==> src/rtl/wb_port_arbiter.sv <==
// wb_port_arbiter: shares the single register-file write port between the pipeline WB stage
// and a long-latency unit (LU). LU results are queued in a small FIFO; the pipeline normally
// wins the port, but an LU result that has waited STARVE_MAX cycles forces a one-cycle
// pipeline stall so the FIFO head can be written.
//
// Ports:
//   clk, rst                      clock, synchronous active-high reset
//   pipe_valid/_reg_write/_rd/_data  WB-stage write request
//   lu_valid/lu_rd/lu_data        LU result offer (held until accepted)
//   lu_ready                      FIFO has room (registered count only)
//   stall_pipe                    pipeline must hold WB contents this cycle
//   rf_we/rf_rd/rf_wdata          register-file write port
//   fifo_count                    buffered LU results, for the hazard unit
module wb_port_arbiter #(
  parameter int unsigned DATA_W     = 32,
  parameter int unsigned RA_W       = 5,
  parameter int unsigned DEPTH      = 2,
  parameter int unsigned STARVE_MAX = 4,
  localparam int unsigned CntW      = $clog2(DEPTH + 1)
) (
  input  logic              clk,
  input  logic              rst,
  input  logic              pipe_valid,
  input  logic              pipe_reg_write,
  input  logic [RA_W-1:0]   pipe_rd,
  input  logic [DATA_W-1:0] pipe_data,
  input  logic              lu_valid,
  input  logic [RA_W-1:0]   lu_rd,
  input  logic [DATA_W-1:0] lu_data,
  output logic              lu_ready,
  output logic              stall_pipe,
  output logic              rf_we,
  output logic [RA_W-1:0]   rf_rd,
  output logic [DATA_W-1:0] rf_wdata,
  output logic [CntW-1:0]   fifo_count
);

  localparam int unsigned PtrW = (DEPTH > 1) ? $clog2(DEPTH) : 1;
  localparam int unsigned StW  = $clog2(STARVE_MAX + 1);
  localparam logic [PtrW-1:0] LastPtr   = PtrW'(DEPTH - 1);
  localparam logic [CntW-1:0] DepthCnt  = CntW'(DEPTH);
  localparam logic [StW-1:0]  StarveMax = StW'(STARVE_MAX);

  logic [RA_W-1:0]   rd_mem   [DEPTH];
  logic [DATA_W-1:0] data_mem [DEPTH];

  logic [PtrW-1:0] head_q, head_d, tail_q, tail_d;
  logic [CntW-1:0] count_q, count_d;
  logic [StW-1:0]  starve_q, starve_d;
  logic            pipe_need, lu_grant, push, pop;

  always_comb begin
    pipe_need = pipe_valid & pipe_reg_write & (pipe_rd != '0);
    // Outputs are forced low while rst is held, even before the flushing edge.
    lu_grant  = !rst && (count_q != '0) && (!pipe_need || (starve_q == StarveMax));
    lu_ready  = !rst && (count_q < DepthCnt);
    // Results for x0 complete the handshake but are never stored.
    push      = lu_valid & lu_ready & (lu_rd != '0);
    pop       = lu_grant;

    rf_we      = 1'b0;
    rf_rd      = '0;
    rf_wdata   = '0;
    stall_pipe = lu_grant & pipe_need;
    fifo_count = rst ? '0 : count_q;

    if (lu_grant) begin
      rf_we    = 1'b1;
      rf_rd    = rd_mem[head_q];
      rf_wdata = data_mem[head_q];
    end else if (!rst && pipe_need) begin
      rf_we    = 1'b1;
      rf_rd    = pipe_rd;
      rf_wdata = pipe_data;
    end
  end

  always_comb begin
    head_d  = head_q;
    tail_d  = tail_q;
    count_d = count_q;

    if (pop) head_d = (head_q == LastPtr) ? '0 : head_q + PtrW'(1);
    if (push) tail_d = (tail_q == LastPtr) ? '0 : tail_q + PtrW'(1);

    unique case ({push, pop})
      2'b10:   count_d = count_q + CntW'(1);
      2'b01:   count_d = count_q - CntW'(1);
      default: count_d = count_q;
    endcase

    starve_d = starve_q;
    if ((count_d == '0) || lu_grant) begin
      starve_d = '0;
    end else if (starve_q == StarveMax) begin
      starve_d = starve_q;
    end else if (count_q != '0) begin
      // A result pushed into an empty FIFO starts waiting from the next cycle.
      starve_d = starve_q + StW'(1);
    end
  end

  always_ff @(posedge clk) begin
    if (rst) begin
      head_q   <= '0;
      tail_q   <= '0;
      count_q  <= '0;
      starve_q <= '0;
    end else begin
      head_q   <= head_d;
      tail_q   <= tail_d;
      count_q  <= count_d;
      starve_q <= starve_d;
    end
  end

  // Storage needs no reset; push is already blocked while rst is high.
  always_ff @(posedge clk) begin
    if (push) begin
      rd_mem[tail_q]   <= lu_rd;
      data_mem[tail_q] <= lu_data;
    end
  end

endmodule

==> config.mk <==
export PLATFORM = sky130hd
export DESIGN_NAME = wb_port_arbiter
export DESIGN_NICKNAME = d
export VERILOG_FILES = /design/src/rtl/wb_port_arbiter.sv
export SDC_FILE = /design/constraint.sdc
export NUM_CORES = 1
export LEC_CHECK = 0
export CAP_MARGIN = 20
export CORE_MARGIN = 2
export CORE_UTILIZATION = 27
export CTS_CLUSTER_DIAMETER = 150
export DETAILED_ROUTE_END_ITERATION = 8
export GPL_TIMING_DRIVEN = 0
export MAX_ROUTING_LAYER = met4
export PLACE_DENSITY = 0.48
export SLEW_MARGIN = 10
export SYNTH_ARGS = -nofsm -noshare
export SYNTH_HDL_FRONTEND = slang
export SYNTH_SLANG_ARGS = --single-unit
==> constraint.sdc <==
create_clock -name clk -period 3.45 [get_ports clk]
set_input_delay 0.69 -clock clk [delete_from_list [all_inputs] [get_ports clk]]
set_output_delay 0.69 -clock clk [all_outputs]
set_load 0.05 [all_outputs]
# After elaboration in Yosys (flattened, before gate mapping)
# Memories as Yosys holds them, arrays and structs flattened. A register that Yosys moved wholly into a read port is not among the register bits.
# Cells that the tools add are included.
# totals
ff_bits,7
ram_bits,74
in_bits,79
out_inout_bits,42
wordCells,51
memories,2
# memory_table
name,words,word_bits,read_ports,rd_ports_with_merged_regs,wr,line_no,text
data_mem,2,32,1,1,1,45,logic [DATA_W-1:0] data_mem [DEPTH];
rd_mem,2,5,1,1,1,44,logic [RA_W-1:0] rd_mem [DEPTH];
# classes
n_addsub,5
n_lt_le_gt_ge,1
eq_ne,3
n_mux,16
bitwise,6
n_reduce_logical,14
# ops
operator,n
2-to-1 mux 32 bit,2
2-to-1 mux 1 bit,10
2-to-1 mux 5 bit,2
nonzero test 5 bit,2
bitwise AND 1 bit,5
logical AND 1 bit,4
one-hot mux 2 bit (2 select lines),1
adder 3 x 1 -> 3 bit (second input constant),1
equality test 3 bit (second input constant),1
adder 1 bit (second input constant),2
adder 2 x 1 -> 2 bit (second input constant),1
equality test 2 x 1 -> 1 bit (second input constant),1
equality test 2 bit (second input constant),1
zero test 1 bit,2
zero test 2 bit,1
logical OR 1 bit,2
less-than comparator 2 bit (second input constant),1
2-to-1 mux 2 bit,1
AND reduction 2 bit,1
nonzero test 2 bit,1
OR reduction 2 bit,1
subtractor 2 x 1 -> 2 bit (second input constant),1
inverter 1 bit,1

# Depth between registers and ports, before layout
# Gate-level depths: netlist (run 1).
# depth
ltp_word,10
ltp_mapped,12
depth_no_buf,10

# Worst setup path before layout (run 1)
# No wires, ideal clock.
# synth_path
path_kind,input to register
startpoint,input rst
endpoint,"memory data_mem[0][0], enable pin"
setup_ns,0.431
arrival_time_ns,3.354
required_time_ns,3.019
setup_slack_ns,-0.335
stages,3
n_path_buf,0
cell_sequence,nor2_1 > o211ai_1 > nor2_1
# synth_between
elab_chain_cells,6
# synth_lines
item,line_no,text
from (decl),22,"input logic rst,"
zero test 1 bit,56,lu_ready = !rst && (count_q < DepthCnt);
logical AND 1 bit,56,
bitwise AND 1 bit (2 in series),58,push = lu_valid & lu_ready & (lu_rd != '0);
2-to-1 mux 1 bit,119,if (push) begin
2-to-1 mux 1 bit (not written as such),121,data_mem[tail_q] <= lu_data;
to (decl),45,
# No other way between the ends.

# Final worst setup path (run 1)
# layout_path
startpoint,input pipe_rd[0]
endpoint,output rf_wdata[18]
# layout_between
elab_chain_cells,6
elab_cells_between_ends,8
classes_between,2 x mux; 1 x bitwise; 5 x reduce/logical
# layout_lines
item,line_no,text
from (decl),25,"input logic [RA_W-1:0] pipe_rd,"
nonzero test 5 bit *,53,pipe_need = pipe_valid & pipe_reg_write & (pipe_rd != '0);
bitwise AND 1 bit *,53,
zero test 1 bit,55,lu_grant = !rst && (count_q != '0) && (!pipe_need || (starve_q == StarveMax));
logical OR 1 bit,55,
logical AND 1 bit,55,
2-to-1 mux 32 bit *,67,if (lu_grant) begin
to (decl),34,"output logic [DATA_W-1:0] rf_wdata,"
# Every way passes the cells marked *; elsewhere a longest branch is shown, timed or not.

==> out/metrics.cfg, run 1 <==
[status]
status = completed

[synthesis]
synth_top_area_share_pct = 62.9
synth_edf_count = 74
syn_inst = 227
synth_common_cells = 74 x edfxtp_1, 37 x mux2i_1, 37 x o2bb2ai_1, 12 x nor2_1
synth.area.top_cells = edfxtp_1 63%, mux2i_1 10%, o2bb2ai_1 9.2%, dfxtp_1 4.5%, nor2_1 1.3%
synth_top_flop_cell = edfxtp_1
ys_types = 31
netlist_area_um2 = 3530
ys_warn_count = 0
synthArstFlopShare_pct = 0
ys_seq_elements = 82
syn-num-nets = 309
ys_seq_area_share_pct = 67.4
yosysMostFrequentCell = edfxtp_1
syn_avg_cell_area_um2 = 15.6
yosysTopAreaCell = edfxtp_1

[pwr]
p_clk_share_pct = 31.6
power.share.switching_pct = 31.0
seq_power_share_pct = 39.4
ir_drop_mv = 0.321
leakage_nw = 1.80
powerDensity_nw_per_um2 = 560
pwr-share-comb_pct = 28.9
p_switching_mw = 0.916
intPower_mw = 2.04
p_total_mw = 2.96

[timing]
post-route-period-util_pct = 98.9
fin_crit_ps = 3410
hold_slack_ps = 514
skew_ps = 6.59
slew_headroom_pct = 47.3
worst_slew_pin_slew_ps = 791
hold_violations = 0
maxSlewViolCount = 0
setup_viol = 0
fin_setup_tns_ps = 0
fmax_mhz = 293
grt_setup_unrepaired = true

[global_route]
first_global_vias = 2452
antenna_found_initial = 0
grt_first_pass_wirelength_mm = 13.5
grt_max_degree = 27
grt_util_all_layers_pct = 13.0
gr-total-overflow = 0

[clocking]
cts_htree_levels = 3
clock-sinks = 82
clk_latency_ps = 330
cts_root_buf = clkbuf_16
numCtsBuffers = 9
clk_pin_slew_worst_paths_ps = 60
cts_tree = done
clock_path_buffers = 2

[finish]
fillers = 1237
final_util_pct = 41.7
regArea_um2 = 2380
final_nets = 444
multi_input_area_um2 = 1140
area_delta_synth_final_pct = 49.5
drive_gt1_share_pct = 21.5
num_antenna_cells = 0

[setup_path]
r2r_start = starve_q[0]$_SDFFE_PP0P_
worstSetupPathType = in2out
crit_required_ps = 2760
critPathCapture = rf_wdata[18]
end_kind = primary output
worst_r2r_path_depth = 12
worstSetupStartpointType = input port
path_cells = clkdlybuf4s50_1 > or3_4 > o311ai_4 > o211ai_4 > buf_6 > buf_8 > o2bb2ai_1 > buf_4
ff2ff_setup_slack_ps = 770
crit_fanout = 10
critPathMaxStageDelay_ps = 420
slowest_stage = clkdlybuf4s50_1
critPathArrivalTime_ps = 2720
cp-startpoint = pipe_rd[0]
reg2reg_to = starve_q[1]$_SDFFE_PP0P_

[drt]
wirelength_mm = 8.62
dr.pass1.iters = 4
antenna_left = 0
vias = 2386
wire_per_inst_um = 16.0
drt_iter0_markers = 96
routed_via_density = 4.43
drc = 0

[placement]
gp_congestion = 0.744
io_buffers = 120
place_hpwl_mm = 6.00

[floorplan]
rows = 41
die_h_um = 118
start_util_pct = 27.9
fp.dieArea_um2 = 14000
dieWidth_um = 118
io_pins = 121
core-area_um2 = 12700

[min_path]
hold_class = reg2reg

[job]
maxCapViolations = 0

[sequential cells by signal, summed over array words and instances (netlist names), named ones only]
| register | cells |
|---|---|
| count_q | 2 |
| data_mem | 64 |
| rd_mem | 10 |
| starve_q | 3 |
| tail_q | 1 |
| head_q | 1 |
[worst max-delay path: cells and delay by family]
| family | cells | cell delay [ps] |
|---|---|---|
| simple gates | 1 | 410 |
| compound gates | 3 | 660 |
| buf+inv | 4 | 940 |
[power groups by stage]
stage / Clock (mW) / Sequential, mW / Combinational (mW)
final: 0.935 / 1.17 / 0.855
after global routing: 1.02 / 1.17 / 0.913
after CTS: 0.967 / 1.17 / 0.867
after detailed placement: 0 / 1.19 / 0.870
after global placement: 0 / 1.19 / 0.859
after floorplan: 0 / 1.19 / 0.546
[cells by family (layout without fill, tap and decap cells)]
family / count (synthesis) / in the layout / share of synthesized area [%]
AOI/OAI and AO/OA: 47 / 47 / 11.5
xor gates and xnor gates: 4 / 4 / 0.992
adders and majority gates: 3 / 3 / 1.06
buffers and inverters: 19 / 159 / 2.48
DFF: 82 / 82 / 67.4
muxes: 40 / 40 / 11.4
and+or+nand+nor: 32 / 32 / 5.10
[metal layers]
layer | share of wire, % | vias to the layer above | track usage [%]
li1 | - | 1171 | -
met1 | 43 | 1136 | 14.8
met2 | 50 | 72 | 21.6
met3 | 5.4 | 7 | 4.34
met4 | 0.95 | 0 | 4.46
met5 | 0 | - | -
[repair_timing]
action | CTS | global route
endpoints found under the setup margin | 38 | 38
pin swaps | 2 | 3
resized for setup | 234 | 6
buffers inserted | 1 | 0
hold buffers | 0 | 0
gates cloned | 1 | 0
[how the worst min path moves through the flow]
stage | to | from | slack [ps] | depth (start not counted)
3_3_place_gp | starve_q[1]$_SDFFE_PP0P_ | starve_q[1]$_SDFFE_PP0P_ | 490 | 2
4_1_cts | starve_q[1]$_SDFFE_PP0P_ | starve_q[1]$_SDFFE_PP0P_ | 510 | 2
6_report | starve_q[1]$_SDFFE_PP0P_ | starve_q[1]$_SDFFE_PP0P_ | 510 | 2
5_1_grt | starve_q[1]$_SDFFE_PP0P_ | starve_q[1]$_SDFFE_PP0P_ | 520 | 2
2_1_floorplan | starve_q[1]$_SDFFE_PP0P_ | starve_q[1]$_SDFFE_PP0P_ | 470 | 2
3_5_place_dp | starve_q[1]$_SDFFE_PP0P_ | starve_q[1]$_SDFFE_PP0P_ | 500 | 2
[cells in the final DEF, fill, tap and decap left out, types with 2 or more instances in the layout]
cell type        instances
mux2i_1                 37
o2bb2ai_2                5
nor4_1                   2
mux2_2                   3
nor2b_1                  3
xnor2_1                  3
dlymetal6s2s_1           2
o2bb2ai_1               32
nor2_4                   2
dfxtp_1                  8
nand2_1                  2
inv_1                    5
and2_1                   2
clkdlybuf4s50_1         79
nor2_1                  10
ha_1                     3
clkbuf_16                9
clkinv_1                 2
buf_2                   14
o21ai_0                  4
edfxtp_1                74
clkbuf_1                 6
buf_4                   30
nor4bb_1                 2
clkinvlp_4               3
buf_12                   2
a21oi_1                  3
buf_6                    2
[through the flow]
step | worst slack, ps | cells | instance area (um^2)
2_1_floorplan | -335 | 227 | 3530
3_3_place_gp | -1450 | 519 | 4950
3_5_place_dp | -742 | 521 | 5000
4_1_cts | -36.3 | 539 | 5260
5_1_grt | -34.1 | 539 | 5280
6_report | 36.8 | 539 | 5280
[layout make-up]
cell class	count	area share, %
sequential	82	45.1
clock inverter	7	1.30
clock buffer	9	4.26
multi-input combinational	126	21.7
inverter	5	0.355
timing repair buffer	124	21.7
buffer	14	1.59
tap	172	4.07
(Power assumes the default switching activity.)
==> inputs of run 2 (changes only) <==
--- a/config.mk
+++ b/config.mk
@@ -5,14 +5,15 @@
 export SDC_FILE = /design/constraint.sdc
 export NUM_CORES = 1
 export LEC_CHECK = 0
+export ABC_CLOCK_PERIOD_IN_PS = 3450
 export CAP_MARGIN = 20
 export CORE_MARGIN = 2
 export CORE_UTILIZATION = 27
 export CTS_CLUSTER_DIAMETER = 150
 export DETAILED_ROUTE_END_ITERATION = 8
-export GPL_TIMING_DRIVEN = 0
+export DONT_BUFFER_PORTS = 1
 export MAX_ROUTING_LAYER = met4
-export PLACE_DENSITY = 0.48
+export PLACE_DENSITY = 0.36
 export SLEW_MARGIN = 10
 export SYNTH_ARGS = -nofsm -noshare
 export SYNTH_HDL_FRONTEND = slang
==> run 2 against run 1 <==
Register-to-register slack better by 120 ps. Cell area down 16%. Utilization down 6.7 points. Count of clock-buffer cells in the layout up 2. Clock skew down 2.1 ps. Wire length down 5.2%. Cell count down 16%. Sequential power about the same. Worst hold slack worse by 87 ps. Critical path depth down 1. Highest routed layer unchanged. Critical endpoint is now rf_wdata[11].
==> out/metrics.cfg, run 2 (synthesis results as in run 1) <==
[pwr]
intPower_mw = 2.03  ; -0.23%
ir_drop_mv = 0.246  ; -23%
p_switching_mw = 0.866  ; -5.5%
seq_power_share_pct = 41.5  ; +2.1 points
powerDensity_nw_per_um2 = 654  ; +17%
power.share.switching_pct = 29.9  ; -1.1 points
pwr-share-comb_pct = 24.0  ; -4.9 points
p_total_mw = 2.90  ; -1.9%
leakage_nw = 1.47  ; -18%
p_clk_share_pct = 34.4  ; +2.8 points

[setup_path]
crit_fanout = 10  ; unchanged
crit_required_ps = 2760  ; about the same
end_kind = primary output
critPathArrivalTime_ps = 2580  ; -140 ps
r2r_start = starve_q[0]$_SDFFE_PP0P_
worstSetupStartpointType = flip-flop
reg2reg_to = starve_q[1]$_SDFFE_PP0P_
critPathCapture = rf_wdata[11]
ff2ff_setup_slack_ps = 890  ; +120 ps
cp-startpoint = starve_q[0]$_SDFFE_PP0P_
worst_r2r_path_depth = 11  ; -1
worstSetupPathType = reg2out

[timing]
post-route-period-util_pct = 94.9  ; -4.1 points
fin_setup_tns_ps = 0  ; unchanged
maxSlewViolCount = 0  ; unchanged
fmax_mhz = 306  ; +4.3%
worst_slew_pin_slew_ps = 1060  ; +272 ps
hold_slack_ps = 426  ; -87.3 ps
slew_headroom_pct = 29.4  ; -18 points
fin_ws_ps = 177  ; +140 ps
skew_ps = 4.49  ; -2.10 ps
fin_crit_ps = 3270  ; -140 ps
hold_violations = 0  ; unchanged
setup_viol = 0  ; unchanged
grt_setup_unrepaired = false

[clocking]
cts-resized-gates = 0  ; -100%
clk_pin_slew_worst_paths_ps = 60  ; about the same
clk_latency_ps = 330  ; about the same
cts_tree = done
clock_path_buffers = 2  ; unchanged
cts_root_buf = clkbuf_16
ctsHoldBuffers = 0  ; unchanged
cts_htree_levels = 3  ; unchanged
post_cts_buffers = 2  ; +1
clock-sinks = 82  ; unchanged
numCtsBuffers = 9  ; unchanged

[job]
maxCapViolations = 0  ; unchanged

[drt]
routed_via_density = 4.55  ; +2.8%
drc = 0  ; unchanged
wirelength_mm = 8.17  ; -5.2%
dr.pass1.iters = 4  ; unchanged
wire_per_inst_um = 18.0  ; +13%
vias = 2067  ; -13%
drt_iter0_markers = 64  ; -33%
antenna_left = 0  ; unchanged

[floorplan]
dieWidth_um = 118  ; unchanged
core-area_um2 = 12700  ; unchanged
fp.dieArea_um2 = 14000  ; unchanged
rows = 41  ; unchanged
start_util_pct = 27.9  ; unchanged
io_pins = 121  ; unchanged
die_h_um = 118  ; unchanged

[placement]
dp.cells = 435  ; -17%
io_buffers = 0  ; -100%
gp_congestion = 0.715  ; -3.8%
place_area_um2 = 4100  ; -18%
dpl_worst_slack_ps = 190  ; +932 ps
place_hpwl_mm = 5.31  ; -11%

[finish]
mostFrequentLayoutCell = edfxtp_1
fin_cells = 454  ; -16%
reg_top3 = data_mem (64), rd_mem (10), starve_q (3)
final_nets = 359  ; -19%
fillers = 1268  ; +2.5%
final_util_pct = 35.0  ; -6.7 points
largest_register_ffs = 64  ; unchanged
multi_input_area_um2 = 1100  ; -3.6%
top_register = data_mem
regArea_um2 = 2380  ; about the same
fin_area_um2 = 4430  ; -16%
num_antenna_cells = 0  ; unchanged
layout_common_cells = 74 x edfxtp_1, 51 x buf_4, 37 x mux2i_1, 37 x o2bb2ai_1, 10 x nor2_1
area_delta_synth_final_pct = 25.5
drive_gt1_share_pct = 27.0  ; +5.4 points

[min_path]
hold_class = in2reg

[global_route]
grt_max_degree = 29  ; +7.4%
first_global_vias = 2119  ; -14%
gr-total-overflow = 0  ; unchanged
grt_util_all_layers_pct = 12.4  ; -0.59 points
grt_first_pass_wirelength_mm = 12.5  ; -7.2%
antenna_found_initial = 0  ; unchanged

[status]
status = completed

run 2: cell count changes in the layout (fill, tap and decap cells not counted), sizes merged:
cell	change
clkdlybuf4s50	-79
clkbuf	-5
buf	+3
clkinvlp	-3
dlymetal6s2s	-2
bufinv	+1
clkinv	+1
dlygate4sd2	-1
inv	-1
nor3	+1
run 2: routing by layer:
metal / share of wire (%) / wire length (um) / GRT usage (%)
met5: 0 / 0 / -
met4: 1.5 / 122 / 4.91
met3: 7.4 / 605 / 4.83
met2: 50 / 4090 / 19.3
met1: 41 / 3360 / 14.5
run 2: cell type report:
class / count / area share, %
clock buffers: 11 / 5.25
clock inverters: 5 / 1.78
inverters: 5 / 0.423
multi-input cells: 127 / 24.9
flip-flops and latches: 82 / 53.8
well taps: 172 / 4.85
repair buffers: 52 / 9.09
run 2: power groups by stage:
stage / clock [mW] / combinational, mW / sequential (mW)
2_1_floorplan: 0 / 0.546 / 1.19
3_3_place_gp: 0 / 0.707 / 1.23
3_5_place_dp: 0 / 0.707 / 1.23
4_1_cts: 1.03 / 0.712 / 1.21
5_1_grt: 1.08 / 0.746 / 1.22
6_report: 0.999 / 0.697 / 1.20
run 2: worst min path at each step:
stage,cells past startpoint,from,end
2_1_floorplan,2,starve_q[1]$_SDFFE_PP0P_,starve_q[1]$_SDFFE_PP0P_
3_3_place_gp,2,starve_q[1]$_SDFFE_PP0P_,starve_q[1]$_SDFFE_PP0P_
3_5_place_dp,2,starve_q[1]$_SDFFE_PP0P_,starve_q[1]$_SDFFE_PP0P_
4_1_cts,1,rst,count_q[1]$_SDFF_PP0_
5_1_grt,1,rst,count_q[1]$_SDFF_PP0_
6_report,1,rst,count_q[1]$_SDFF_PP0_
run 2: critical path, stage by stage (launching register included):
cell and delay, ps:
dfxtp_1 370, inv_1 60, ha_1 200, and2_1 230, and2_1 280, nor3_2 730, o2bb2ai_1 180, buf_4 210
==> inputs of run 3 (changes only) <==
--- a/config.mk
+++ b/config.mk
@@ -7,13 +7,16 @@
 export LEC_CHECK = 0
 export ABC_CLOCK_PERIOD_IN_PS = 3450
 export CAP_MARGIN = 20
+export CELL_PAD_IN_SITES_DETAIL_PLACEMENT = 1
+export CELL_PAD_IN_SITES_GLOBAL_PLACEMENT = 1
 export CORE_MARGIN = 2
 export CORE_UTILIZATION = 27
 export CTS_CLUSTER_DIAMETER = 150
 export DETAILED_ROUTE_END_ITERATION = 8
 export DONT_BUFFER_PORTS = 1
 export MAX_ROUTING_LAYER = met4
-export PLACE_DENSITY = 0.36
+export PLACE_DENSITY = 0.44
+export RECOVER_POWER = 100
 export SLEW_MARGIN = 10
 export SYNTH_ARGS = -nofsm -noshare
 export SYNTH_HDL_FRONTEND = slang
==> run 3 against run 2 <==
Sequential share of layout area grew 1.7 points. Die area unchanged. Sequential cell count did not move. Setup slack gained 76 ps. Register-to-register slack lost 480 ps. First-iteration DRC count is 20% lower. Critical path depth decreased by 1. Clock power about the same. Wire length down 3.7%. Critical endpoint is now rf_wdata[31].
==> out/metrics.cfg, run 3 (synthesis results as in run 1) <==
[status]
status = completed

[global_route]
grt_util_all_layers_pct = 12.0  ; -0.45 points
antenna_found_initial = 0  ; unchanged
first_global_vias = 2240  ; +5.7%
grt_first_pass_wirelength_mm = 12.2  ; -2.2%
gr-total-overflow = 0  ; unchanged
grt_max_degree = 24  ; -17%

[finish]
num_antenna_cells = 0  ; unchanged
largest_register_ffs = 64  ; unchanged
drive_gt1_share_pct = 23.9  ; -3.0 points
area_delta_synth_final_pct = 21.8
layout_common_cells = 74 x edfxtp_1, 37 x mux2i_1, 37 x o2bb2ai_1
final_util_pct = 33.9  ; -1.0 points
final_nets = 353  ; -1.7%
fin_cells = 448  ; -1.3%
reg_top3 = data_mem (64), rd_mem (10), starve_q (3)
top_register = data_mem
mostFrequentLayoutCell = edfxtp_1
fin_area_um2 = 4300  ; -3.0%

[pwr]
p_switching_mw = 0.868  ; +0.29%
power.share.switching_pct = 30.3  ; +0.44 points
p_clk_share_pct = 35.0  ; +0.6 points
p_total_mw = 2.87  ; -1.2%
intPower_mw = 2.00  ; -1.8%
leakage_nw = 1.41  ; -4.1%
ir_drop_mv = 0.300  ; +22%
powerDensity_nw_per_um2 = 666  ; +1.9%
seq_power_share_pct = 42.4  ; +0.9 points
pwr-share-comb_pct = 22.7  ; -1.3 points

[placement]
place_hpwl_mm = 5.52  ; +3.9%
gp_congestion = 0.731  ; +2.3%
io_buffers = 0  ; unchanged
place_area_um2 = 4080  ; -0.43%
dpl_worst_slack_ps = 307  ; +117 ps
dp.cells = 431  ; -0.92%

[setup_path]
critPathCapture = rf_wdata[31]
cp-startpoint = pipe_rd[0]
end_kind = primary output
critPathArrivalTime_ps = 2510  ; -70 ps
worst_r2r_path_depth = 6  ; -5
crit_fanout = 21  ; +11
worstSetupStartpointType = input port
r2r_start = count_q[1]$_SDFF_PP0_
crit_required_ps = 2760  ; about the same
reg2reg_to = data_mem[1][25]$_DFFE_PP_
worstSetupPathType = in2out
ff2ff_setup_slack_ps = 410  ; -480 ps

[clocking]
cts_root_buf = clkbuf_16
clk_pin_slew_worst_paths_ps = 60  ; about the same
clock_path_buffers = 2  ; unchanged
numCtsBuffers = 9  ; unchanged
cts_htree_levels = 3  ; unchanged
clock-sinks = 82  ; unchanged
cts_tree = done
cts-resized-gates = 0  ; unchanged
clk_latency_ps = 330  ; about the same

[timing]
grt_setup_unrepaired = false
slew_headroom_pct = 27.8  ; -1.6 points
fmax_mhz = 313  ; +2.4%
post-route-period-util_pct = 92.7  ; -2.2 points
maxSlewViolCount = 0  ; unchanged
skew_ps = 4.19  ; -0.301 ps
worst_slew_pin_slew_ps = 1090  ; +23.5 ps
fin_ws_ps = 253  ; +76.2 ps
setup_viol = 0  ; unchanged
hold_violations = 0  ; unchanged
fin_crit_ps = 3200  ; -76.2 ps

[floorplan]
die_h_um = 118  ; unchanged
io_pins = 121  ; unchanged
fp.dieArea_um2 = 14000  ; unchanged
start_util_pct = 27.9  ; unchanged
rows = 41  ; unchanged
dieWidth_um = 118  ; unchanged
core-area_um2 = 12700  ; unchanged

[job]
maxCapViolations = 0  ; unchanged

[min_path]
hold_class = in2reg

[drt]
routed_via_density = 4.62  ; +1.4%
wire_per_inst_um = 17.6  ; -2.5%
drc = 0  ; unchanged
dr.pass1.iters = 3  ; -1
wirelength_mm = 7.87  ; -3.7%
drt_iter0_markers = 51  ; -20%
vias = 2069  ; +0.097%
antenna_left = 0  ; unchanged

run 3: layout make-up:
type / count / area [um^2]
inverters: 5 / 18.8
flip-flops and latches: 82 / 2380
fillers: 1350 / 8370
multi-input cells: 126 / 1090
clock inverters: 6 / 81.3
clock buffers: 10 / 229
well taps: 172 / 215
repair buffers: 47 / 287
run 3: metrics by stage:
step	TNS (ps)	hold WS, ps
6_report	0	417
5_1_grt	0	404
4_1_cts	0	397
3_5_place_dp	0	499
3_3_place_gp	0	495
2_1_floorplan	-24820	470
run 3: repair_timing:
action / in CTS / in global routing
hold buffers: 0 / 0
buffers inserted: 1 / 0
endpoints found under the setup margin: 19 / 0
run 3: per-layer routing:
layer | wire length [um] | vias up | track usage [%]
met5 | 0 | - | -
met4 | 174 | 0 | 6.03
met3 | 546 | 13 | 3.96
met2 | 3910 | 63 | 19.5
met1 | 3240 | 1009 | 13.1
li1 | - | 984 | -
run 3: worst min path at each step:
stage / to / cells after the start / slack, ps / startpoint
after global placement: starve_q[1]$_SDFFE_PP0P_ / 2 / 490 / starve_q[1]$_SDFFE_PP0P_
after detailed placement: starve_q[1]$_SDFFE_PP0P_ / 2 / 500 / starve_q[1]$_SDFFE_PP0P_
after global routing: count_q[0]$_SDFF_PP0_ / 1 / 400 / rst
final: count_q[1]$_SDFF_PP0_ / 1 / 420 / rst
after floorplan: starve_q[1]$_SDFFE_PP0P_ / 2 / 470 / starve_q[1]$_SDFFE_PP0P_
after CTS: count_q[1]$_SDFF_PP0_ / 1 / 400 / rst
run 3: worst max-delay path, stage by stage:
cell and delay, ps:
or3_1 420, o311ai_4 390, o211ai_4 300, buf_12 250, o2bb2ai_1 130, clkbuf_2 290
run 3: power by group through the flow:
stage	Sequential, mW	Combinational (mW)	Clock, mW
final	1.21	0.650	1.00
after global routing	1.23	0.700	1.07
after CTS	1.22	0.698	1.04
after detailed placement	1.24	0.696	0
after global placement	1.24	0.697	0
after floorplan	1.19	0.546	0
